--- src/rtl/sync_fifo_ext_if.sv ---
// rtl/sync_fifo_ext_if.sv - write/read/status bundle of the extended single-clock FIFO
interface sync_fifo_ext_if #(
   parameter int WIDTH = 16,
   parameter int DEPTH = 10
);
   localparam int CW = $clog2(DEPTH + 1);

   logic             wr_en;
   logic [WIDTH-1:0] data_in;
   logic             rd_en;
   logic [WIDTH-1:0] data_out;
   logic             full;
   logic             empty;
   logic             almost_full;
   logic             almost_empty;
   logic [CW-1:0]    count;
   logic             overflow;
   logic             underflow;

   modport master (
      output wr_en, data_in, rd_en,
      input  data_out, full, empty, almost_full, almost_empty, count, overflow, underflow
   );

   modport slave (
      input  wr_en, data_in, rd_en,
      output data_out, full, empty, almost_full, almost_empty, count, overflow, underflow
   );
endinterface

--- src/rtl/sync_fifo_ext.sv ---
// rtl/sync_fifo_ext.sv - single-clock FIFO, arbitrary depth, thresholds, error pulses, optional FWFT
module sync_fifo_ext #(
   parameter int WIDTH    = 16,
   parameter int DEPTH    = 10,
   parameter int FWFT     = 0,
   parameter int AF_LEVEL = DEPTH - 2,
   parameter int AE_LEVEL = 2
) (
   input logic         clk,
   input logic         rst,
   sync_fifo_ext_if.slave bus
);
   localparam int CW = $clog2(DEPTH + 1);
   localparam int PW = $clog2(DEPTH);

   generate
      if (DEPTH < 2 || AE_LEVEL < 0 || AE_LEVEL >= AF_LEVEL || AF_LEVEL > DEPTH) begin : g_bad_params
         $error("sync_fifo_ext: illegal DEPTH/AE_LEVEL/AF_LEVEL combination");
      end
   endgenerate

   logic [WIDTH-1:0] mem [DEPTH];
   logic [PW-1:0]    wr_ptr;
   logic [PW-1:0]    rd_ptr;
   logic [CW-1:0]    cnt_q;
   logic [CW-1:0]    cnt_d;
   logic             full_q;
   logic             empty_q;
   logic             af_q;
   logic             ae_q;
   logic             ovf_q;
   logic             unf_q;
   logic             wr_acc;
   logic             rd_acc;

   // Acceptance uses the registered flags, i.e. the state before this edge.
   assign wr_acc = bus.wr_en & ~full_q;
   assign rd_acc = bus.rd_en & ~empty_q;

   always_comb begin
      cnt_d = cnt_q;
      if (wr_acc && !rd_acc) begin
         cnt_d = cnt_q + CW'(1);
      end else if (rd_acc && !wr_acc) begin
         cnt_d = cnt_q - CW'(1);
      end
   end

   always_ff @(posedge clk) begin
      if (rst) begin
         wr_ptr  <= '0;
         rd_ptr  <= '0;
         cnt_q   <= '0;
         full_q  <= 1'b0;
         empty_q <= 1'b1;
         af_q    <= 1'b0;
         ae_q    <= 1'b1;
         ovf_q   <= 1'b0;
         unf_q   <= 1'b0;
      end else begin
         if (wr_acc) begin
            wr_ptr <= (wr_ptr == PW'(DEPTH - 1)) ? '0 : wr_ptr + PW'(1);
         end
         if (rd_acc) begin
            rd_ptr <= (rd_ptr == PW'(DEPTH - 1)) ? '0 : rd_ptr + PW'(1);
         end
         cnt_q   <= cnt_d;
         full_q  <= (cnt_d == CW'(DEPTH));
         empty_q <= (cnt_d == '0);
         af_q    <= (cnt_d >= CW'(AF_LEVEL));
         ae_q    <= (cnt_d <= CW'(AE_LEVEL));
         ovf_q   <= bus.wr_en & full_q;
         unf_q   <= bus.rd_en & empty_q;
      end
   end

   // Storage is deliberately left out of reset; the pointers alone define validity.
   always_ff @(posedge clk) begin
      if (!rst && wr_acc) begin
         mem[wr_ptr] <= bus.data_in;
      end
   end

   generate
      if (FWFT != 0) begin : g_fwft
         assign bus.data_out = empty_q ? '0 : mem[rd_ptr];
      end else begin : g_std
         logic [WIDTH-1:0] dout_q;
         always_ff @(posedge clk) begin
            if (rst) begin
               dout_q <= '0;
            end else if (rd_acc) begin
               dout_q <= mem[rd_ptr];
            end
         end
         assign bus.data_out = dout_q;
      end
   endgenerate

   assign bus.full         = full_q;
   assign bus.empty        = empty_q;
   assign bus.almost_full  = af_q;
   assign bus.almost_empty = ae_q;
   assign bus.count        = cnt_q;
   assign bus.overflow     = ovf_q;
   assign bus.underflow    = unf_q;
endmodule

--- src/flat_wrapper.sv ---
// flat-port wrapper written by rule: the top's interface ports become plain ports
module sync_fifo_ext_flat 
#(
   parameter int WIDTH    = 16,
   parameter int DEPTH    = 10,
   parameter int FWFT     = 0,
   parameter int AF_LEVEL = DEPTH - 2,
   parameter int AE_LEVEL = 2
)
  (clk, rst, bus_wr_en, bus_data_in, bus_rd_en, bus_data_out, bus_full, bus_empty, bus_almost_full, bus_almost_empty, bus_count, bus_overflow, bus_underflow);
  sync_fifo_ext_if #(.WIDTH(WIDTH), .DEPTH(DEPTH)) bus_i ();
  input logic clk;
  input logic rst;
  input wire logic [$bits(bus_i.wr_en)-1:0] bus_wr_en;
  input wire logic [$bits(bus_i.data_in)-1:0] bus_data_in;
  input wire logic [$bits(bus_i.rd_en)-1:0] bus_rd_en;
  output wire logic [$bits(bus_i.data_out)-1:0] bus_data_out;
  output wire logic [$bits(bus_i.full)-1:0] bus_full;
  output wire logic [$bits(bus_i.empty)-1:0] bus_empty;
  output wire logic [$bits(bus_i.almost_full)-1:0] bus_almost_full;
  output wire logic [$bits(bus_i.almost_empty)-1:0] bus_almost_empty;
  output wire logic [$bits(bus_i.count)-1:0] bus_count;
  output wire logic [$bits(bus_i.overflow)-1:0] bus_overflow;
  output wire logic [$bits(bus_i.underflow)-1:0] bus_underflow;
  assign bus_i.wr_en = bus_wr_en;
  assign bus_i.data_in = bus_data_in;
  assign bus_i.rd_en = bus_rd_en;
  assign bus_data_out = bus_i.data_out;
  assign bus_full = bus_i.full;
  assign bus_empty = bus_i.empty;
  assign bus_almost_full = bus_i.almost_full;
  assign bus_almost_empty = bus_i.almost_empty;
  assign bus_count = bus_i.count;
  assign bus_overflow = bus_i.overflow;
  assign bus_underflow = bus_i.underflow;
  sync_fifo_ext #(.WIDTH(WIDTH), .DEPTH(DEPTH), .FWFT(FWFT), .AF_LEVEL(AF_LEVEL), .AE_LEVEL(AE_LEVEL)) u_core (.clk(clk), .rst(rst), .bus(bus_i));
endmodule
--- config.mk ---
export PLATFORM = sky130hd
export DESIGN_NAME = sync_fifo_ext_flat
export DESIGN_NICKNAME = d
export VERILOG_FILES = /design/src/rtl/sync_fifo_ext_if.sv /design/src/rtl/sync_fifo_ext.sv /design/src/flat_wrapper.sv
export SDC_FILE = /design/constraint.sdc
export NUM_CORES = 1
export LEC_CHECK = 0
export CORE_AREA = 4 4 134 136
export DETAILED_ROUTE_END_ITERATION = 10
export DIE_AREA = 0 0 138 140
export GPL_ROUTABILITY_DRIVEN = 1
export PLACE_DENSITY = 0.7
export SKIP_CTS_REPAIR_TIMING = 1
export SLEW_MARGIN = 10
export SYNTH_ARGS = -nofsm -noshare
export SYNTH_HDL_FRONTEND = slang
export SYNTH_SLANG_ARGS = --single-unit
--- constraint.sdc ---
create_clock -name clk -period 3 [get_ports clk]
set_input_delay 0.3 -clock clk [delete_from_list [all_inputs] [get_ports clk]]
set_output_delay 0.3 -clock clk [all_outputs]
set_load 0.05 [all_outputs]
## After elaboration in Yosys (flattened, before gate mapping)

Memory sizes are Yosys's and may differ from the RTL's. A register that Yosys moved wholly into a read port is not among the register bits.
Index checks and enable logic that the tools add are counted.

- Flip-flop bits (word level): 18
- Memory bits (writable): 160
- Output and inout port bits: 26
- Word-level logic and storage cells: 38
- Memories: 1

- Add/subtract/negate cells: 4
- $lt $le $gt $ge: 2
- Equal/unequal tests: 3
- Multiplexer cells: 6
- Bitwise gates (word level): 6
- Reductions and logical operators: 7

Memory list:

| name | depth | bits a word | rd ports | clocked after memory_dff | wr ports | line | RTL |
|---|---|---|---|---|---|---|---|
| u_core.mem | 10 | 16 | 1 | 1 | 1 | sync_fifo_ext.sv:22 | `logic [WIDTH-1:0] mem [DEPTH];` |

Operator list:

| cell | count |
|---|---|
| 4-bit two-way mux | 4 |
| 4-bit by 1-bit adder with 4-bit output, second input constant | 3 |
| 4-bit equality test, second input constant | 3 |
| 1-bit AND | 4 |
| 4-bit >= comparator, second input constant | 1 |
| 4-bit by 2-bit less-or-equal comparator with 1-bit output, second input constant | 1 |
| 4-bit logical NOT | 1 |
| 4-bit by 1-bit subtractor with 4-bit output, second input constant | 1 |
| 1-bit logical AND | 3 |
| 1-bit logical NOT | 3 |
| 1-bit two-way mux | 2 |
| 1-bit inverter | 2 |

## Logic depth before layout (Yosys ltp)

- Word-level depth: 7
- Mapped depth: 6

## Worst setup path after synthesis

No wires, ideal clock.

- Path type: register to register
- Start point: register u_core.full_q, in the netlist u_core.bus.full
- End point: memory u_core.mem[2][0] (enable)
- Arrival: 2.595 ns
- Data required time: 2.570 ns
- Setup slack: -0.025 ns
- Cell stages (with the launch flop): 4
- Path buffers: 0
- Cell sequence: dfxtp_1 > nor2b_1 > nand2b_1 > nor4_1

- Word-level cells in the longest chain between the ends: 5

Ends and longest elaborated chain:

| item | line | RTL |
|---|---|---|
| start, declared | sync_fifo_ext.sv:27 | `logic full_q;` |
| start signal, assigned | sync_fifo_ext.sv:68 | `full_q <= (cnt_d == CW'(DEPTH));` |
| 1-bit inverter | sync_fifo_ext.sv:37 | `assign wr_acc = bus.wr_en & ~full_q;` |
| 1-bit AND | sync_fifo_ext.sv:37 |  |
| 1-bit logical AND | sync_fifo_ext.sv:79 | `if (!rst && wr_acc) begin` |
| 1-bit two-way mux | sync_fifo_ext.sv:79 |  |
| 1-bit two-way mux (implied by the code) | sync_fifo_ext.sv:80 | `mem[wr_ptr] <= bus.data_in;` |
| end, declared | sync_fifo_ext.sv:22 |  |

Every way passes these cells.

## Worst setup path after layout

- Start point: input bus_wr_en
- End point: memory u_core.mem[5][3] (enable)

- Word-level cells in the longest chain between the ends: 4

Ends and longest elaborated chain:

| item | line | RTL |
|---|---|---|
| start, declared | flat_wrapper.sv:14 | `input wire logic [$bits(bus_i.wr_en)-1:0] bus_wr_en;` |
| 1-bit AND | sync_fifo_ext.sv:37 |  |
| 1-bit logical AND | sync_fifo_ext.sv:79 |  |
| 1-bit two-way mux | sync_fifo_ext.sv:79 |  |
| 1-bit two-way mux (implied by the code) | sync_fifo_ext.sv:80 |  |

Every way passes these cells.

==> metrics <==
Synth cell types=39; FF-to-FF End=u_core.bus.data_out[11]$_SDFFE_PP0P_; DP HPWL=9.29 mm; CP Data Required Time=3130 ps; core area=16900 sq um; GR Util met3=~3.4%; Die W=around 140 um; max-slew violations=0; Startpoint Class=input port; CTS Buffer Depth=2; Placed Instances=672; Finished Cell Area=8840 sq um; top cell type's share of synthesized area=64.4%; Clock Tree Root=clkbuf_16; Top FF cell, synth=edfxtp_1; crit path capture type=register; number of port buffers=45; leakage power=2.78 nW; Synth Register Bits=194; slew of the pin with the lowest slew margin=904 ps; met1 usage=20.7%; via count=3793; # DRC=0; H-tree depth=4; Via density=5.40; final worst path period need=2190 ps; final hold vios=0; reg-to-reg critical path startpoint=u_core.rd_ptr[1]$_SDFFE_PP0P_; first-pass GRT wire length=around 22 mm; max-capacitance violation count=0; Setup Viol. Count Final=0; total grt overflow=0; Initial Util=around 44%; CP arrival=2310 ps; skew final=approximately 13 ps; clock latency on the worst-skew pair=430 ps; Final period util=72.9%; Overall Power=~5.7 mW; Setup CP Type=input port to register; Final ANT Viol Nets=0; Post-synth EDFFs=160; CP endpoint=u_core.mem[5][3]$_DFFE_PP_; top post-synthesis cells by area=edfxtp_1 64%, mux4_2 12%, dfxtp_1 9.1%; # clock sinks=approximately 190; Syn Area/Cell=18.6 sq um; pin count of the biggest net entering global routing=38; top post-synthesis cells by count=160 x edfxtp_1, 42 x nand2_1, 39 x mux4_2; Layout area overhead=18.5%; Yosys warning count=0; VDD IR-drop max=~0.39 mV; most frequent cell after synthesis=edfxtp_1; TritonCTS Buffers=17; Post-synth ARST share=0%; Mapped Cells=401; cell area after synthesis=~7500 sq um; # fillers=between 1000 and 1500; row count=48; Worst slew margin=39.6%; routability cong.=0.798; die height=140 um; grt peak-use layer=met2; total wire length=14.1 mm; CP max-delay cell=clkdlybuf4s50_1; Fin Hold WS=approximately 450 ps; initial antenna violation count=0; run status=completed; CTS tree=built; Worst-path clk slew=~60 ps; Die Area=19300 sq um; crit-path cells=clkdlybuf4s50_1 > nor2b_1 > nand2_1 > or3_1 > nor2_1 > buf_4; CP peak stage delay=540 ps; I/O pins=46; Worst setup startpoint=bus_wr_en; area leader, netlist=edfxtp_1; DRT iter0 DRCs=288; sequential share of the synthesized area=73.6%; DR pass1 iterations=4; worst hold path type=register to register; share of post-route cells with drive strength above 1=20.5%; setup repair after global routing missed its margin=false; Tot GR Track Use=between 15 and 20%; reg-to-reg slack, setup=940 ps; crit-path max FO=8; FMAX=~0.46 GHz; ANT cells=0; vias in the first global route=3878; worst hold path depth=2; Worst R2R Path Depth=5; Final Non-Filler Cells=703; Mapped Nets=423; PwrDens=644 nW/um^2; met2 Track Usage GR=24.3%; final-stage net count=488; Post-DP Area=approximately 8300 sq um; wire per inst=between 20 and 25 um
kinds of logic after synthesis:
family | count (synthesis) | share of synthesized area (%)
AO/OA/AOI/OAI | 35 | 2.68
XOR/XNOR | 3 | 0.352
adder cells (fa/ha/maj) | 4 | 0.604
buffers and inverters | 24 | 1.80
flip-flops | 194 | 73.6
multiplexers | 49 | 15.1
AND/OR/NAND/NOR | 92 | 5.92
per-stage QoR:
stage	utilization [%]	worst slack [ps]	TNS (ps)
after global placement	48.9	424	0
after CTS	52.2	843	0
after floorplan	-	-25.3	-809
after detailed placement	48.9	414	0
after global routing	52.2	689	0
final	52.2	814	0
worst min-delay path by stage:
stage	startpoint	to	slack, ps
2_1_floorplan	bus_data_in[0]	u_core.mem[0][0]$_DFFE_PP_	400
3_5_place_dp	u_core.bus.data_out[3]$_SDFFE_PP0P_	u_core.bus.data_out[3]$_SDFFE_PP0P_	450
5_1_grt	u_core.bus.data_out[3]$_SDFFE_PP0P_	u_core.bus.data_out[3]$_SDFFE_PP0P_	480
6_report	u_core.bus.data_out[3]$_SDFFE_PP0P_	u_core.bus.data_out[3]$_SDFFE_PP0P_	450
4_1_cts	bus_rd_en	u_core.bus.underflow$_SDFF_PP0_	430
3_3_place_gp	u_core.bus.data_out[1]$_SDFFE_PP0P_	u_core.bus.data_out[1]$_SDFFE_PP0P_	450
state kept, by name, indices dropped and copies added (netlist names), 4 cells and up:
name and cells:
u_core.bus.data_out 16, u_core.mem 160, u_core.bus.count 4, u_core.rd_ptr 4
u_core.wr_ptr 4
worst max-delay path, delay by kind of cell:
family / cells / cell delay [ps]
buf+inv: 2 / 780
simple gates: 4 / 1210
metal layers:
metal / share of wire [%] / up-vias / wire length (um)
li1: - / 1723 / -
met1: 43 / 1953 / 6100
met2: 49 / 102 / 6920
met3: 6.1 / 15 / 865
met4: 1.2 / 0 / 175
met5: 0 / - / 0
layout make-up:
class                      count  area, sq um  share of cell area, %
clock buffer                  23          458                   5.18
clock inverter                 8          106                   1.20
sequential                   194         5490                   62.1
multi-input combinational    183         1870                   21.1
timing repair buffer          67          628                   7.11
inverter                       3         11.3                  0.127
tap                          225          282                   3.18
layout by cell type, fill, tap and decap left out, types with 3 or more instances in the layout:
cell type        instances
mux4_1                   9
buf_4                   21
dfxtp_1                 33
nand2b_1                 4
nand3_1                  6
clkbuf_1                 5
a21oi_1                 23
o21ai_0                  4
inv_1                    3
clkdlybuf4s50_1         45
nor3_2                   4
nand2_1                 42
edfxtp_1               160
clkbuf_16               17
and3b_1                  3
nor3_1                   5
nor2_1                  14
mux4_2                  39
report_power, final:
part           total, mW  internal [mW]  switching, mW
Sequential          3.00           2.97         0.0331
Clock               2.15           1.25          0.898
Combinational      0.540          0.220          0.320
No activity file was read; power rests on OpenSTA's default activity.
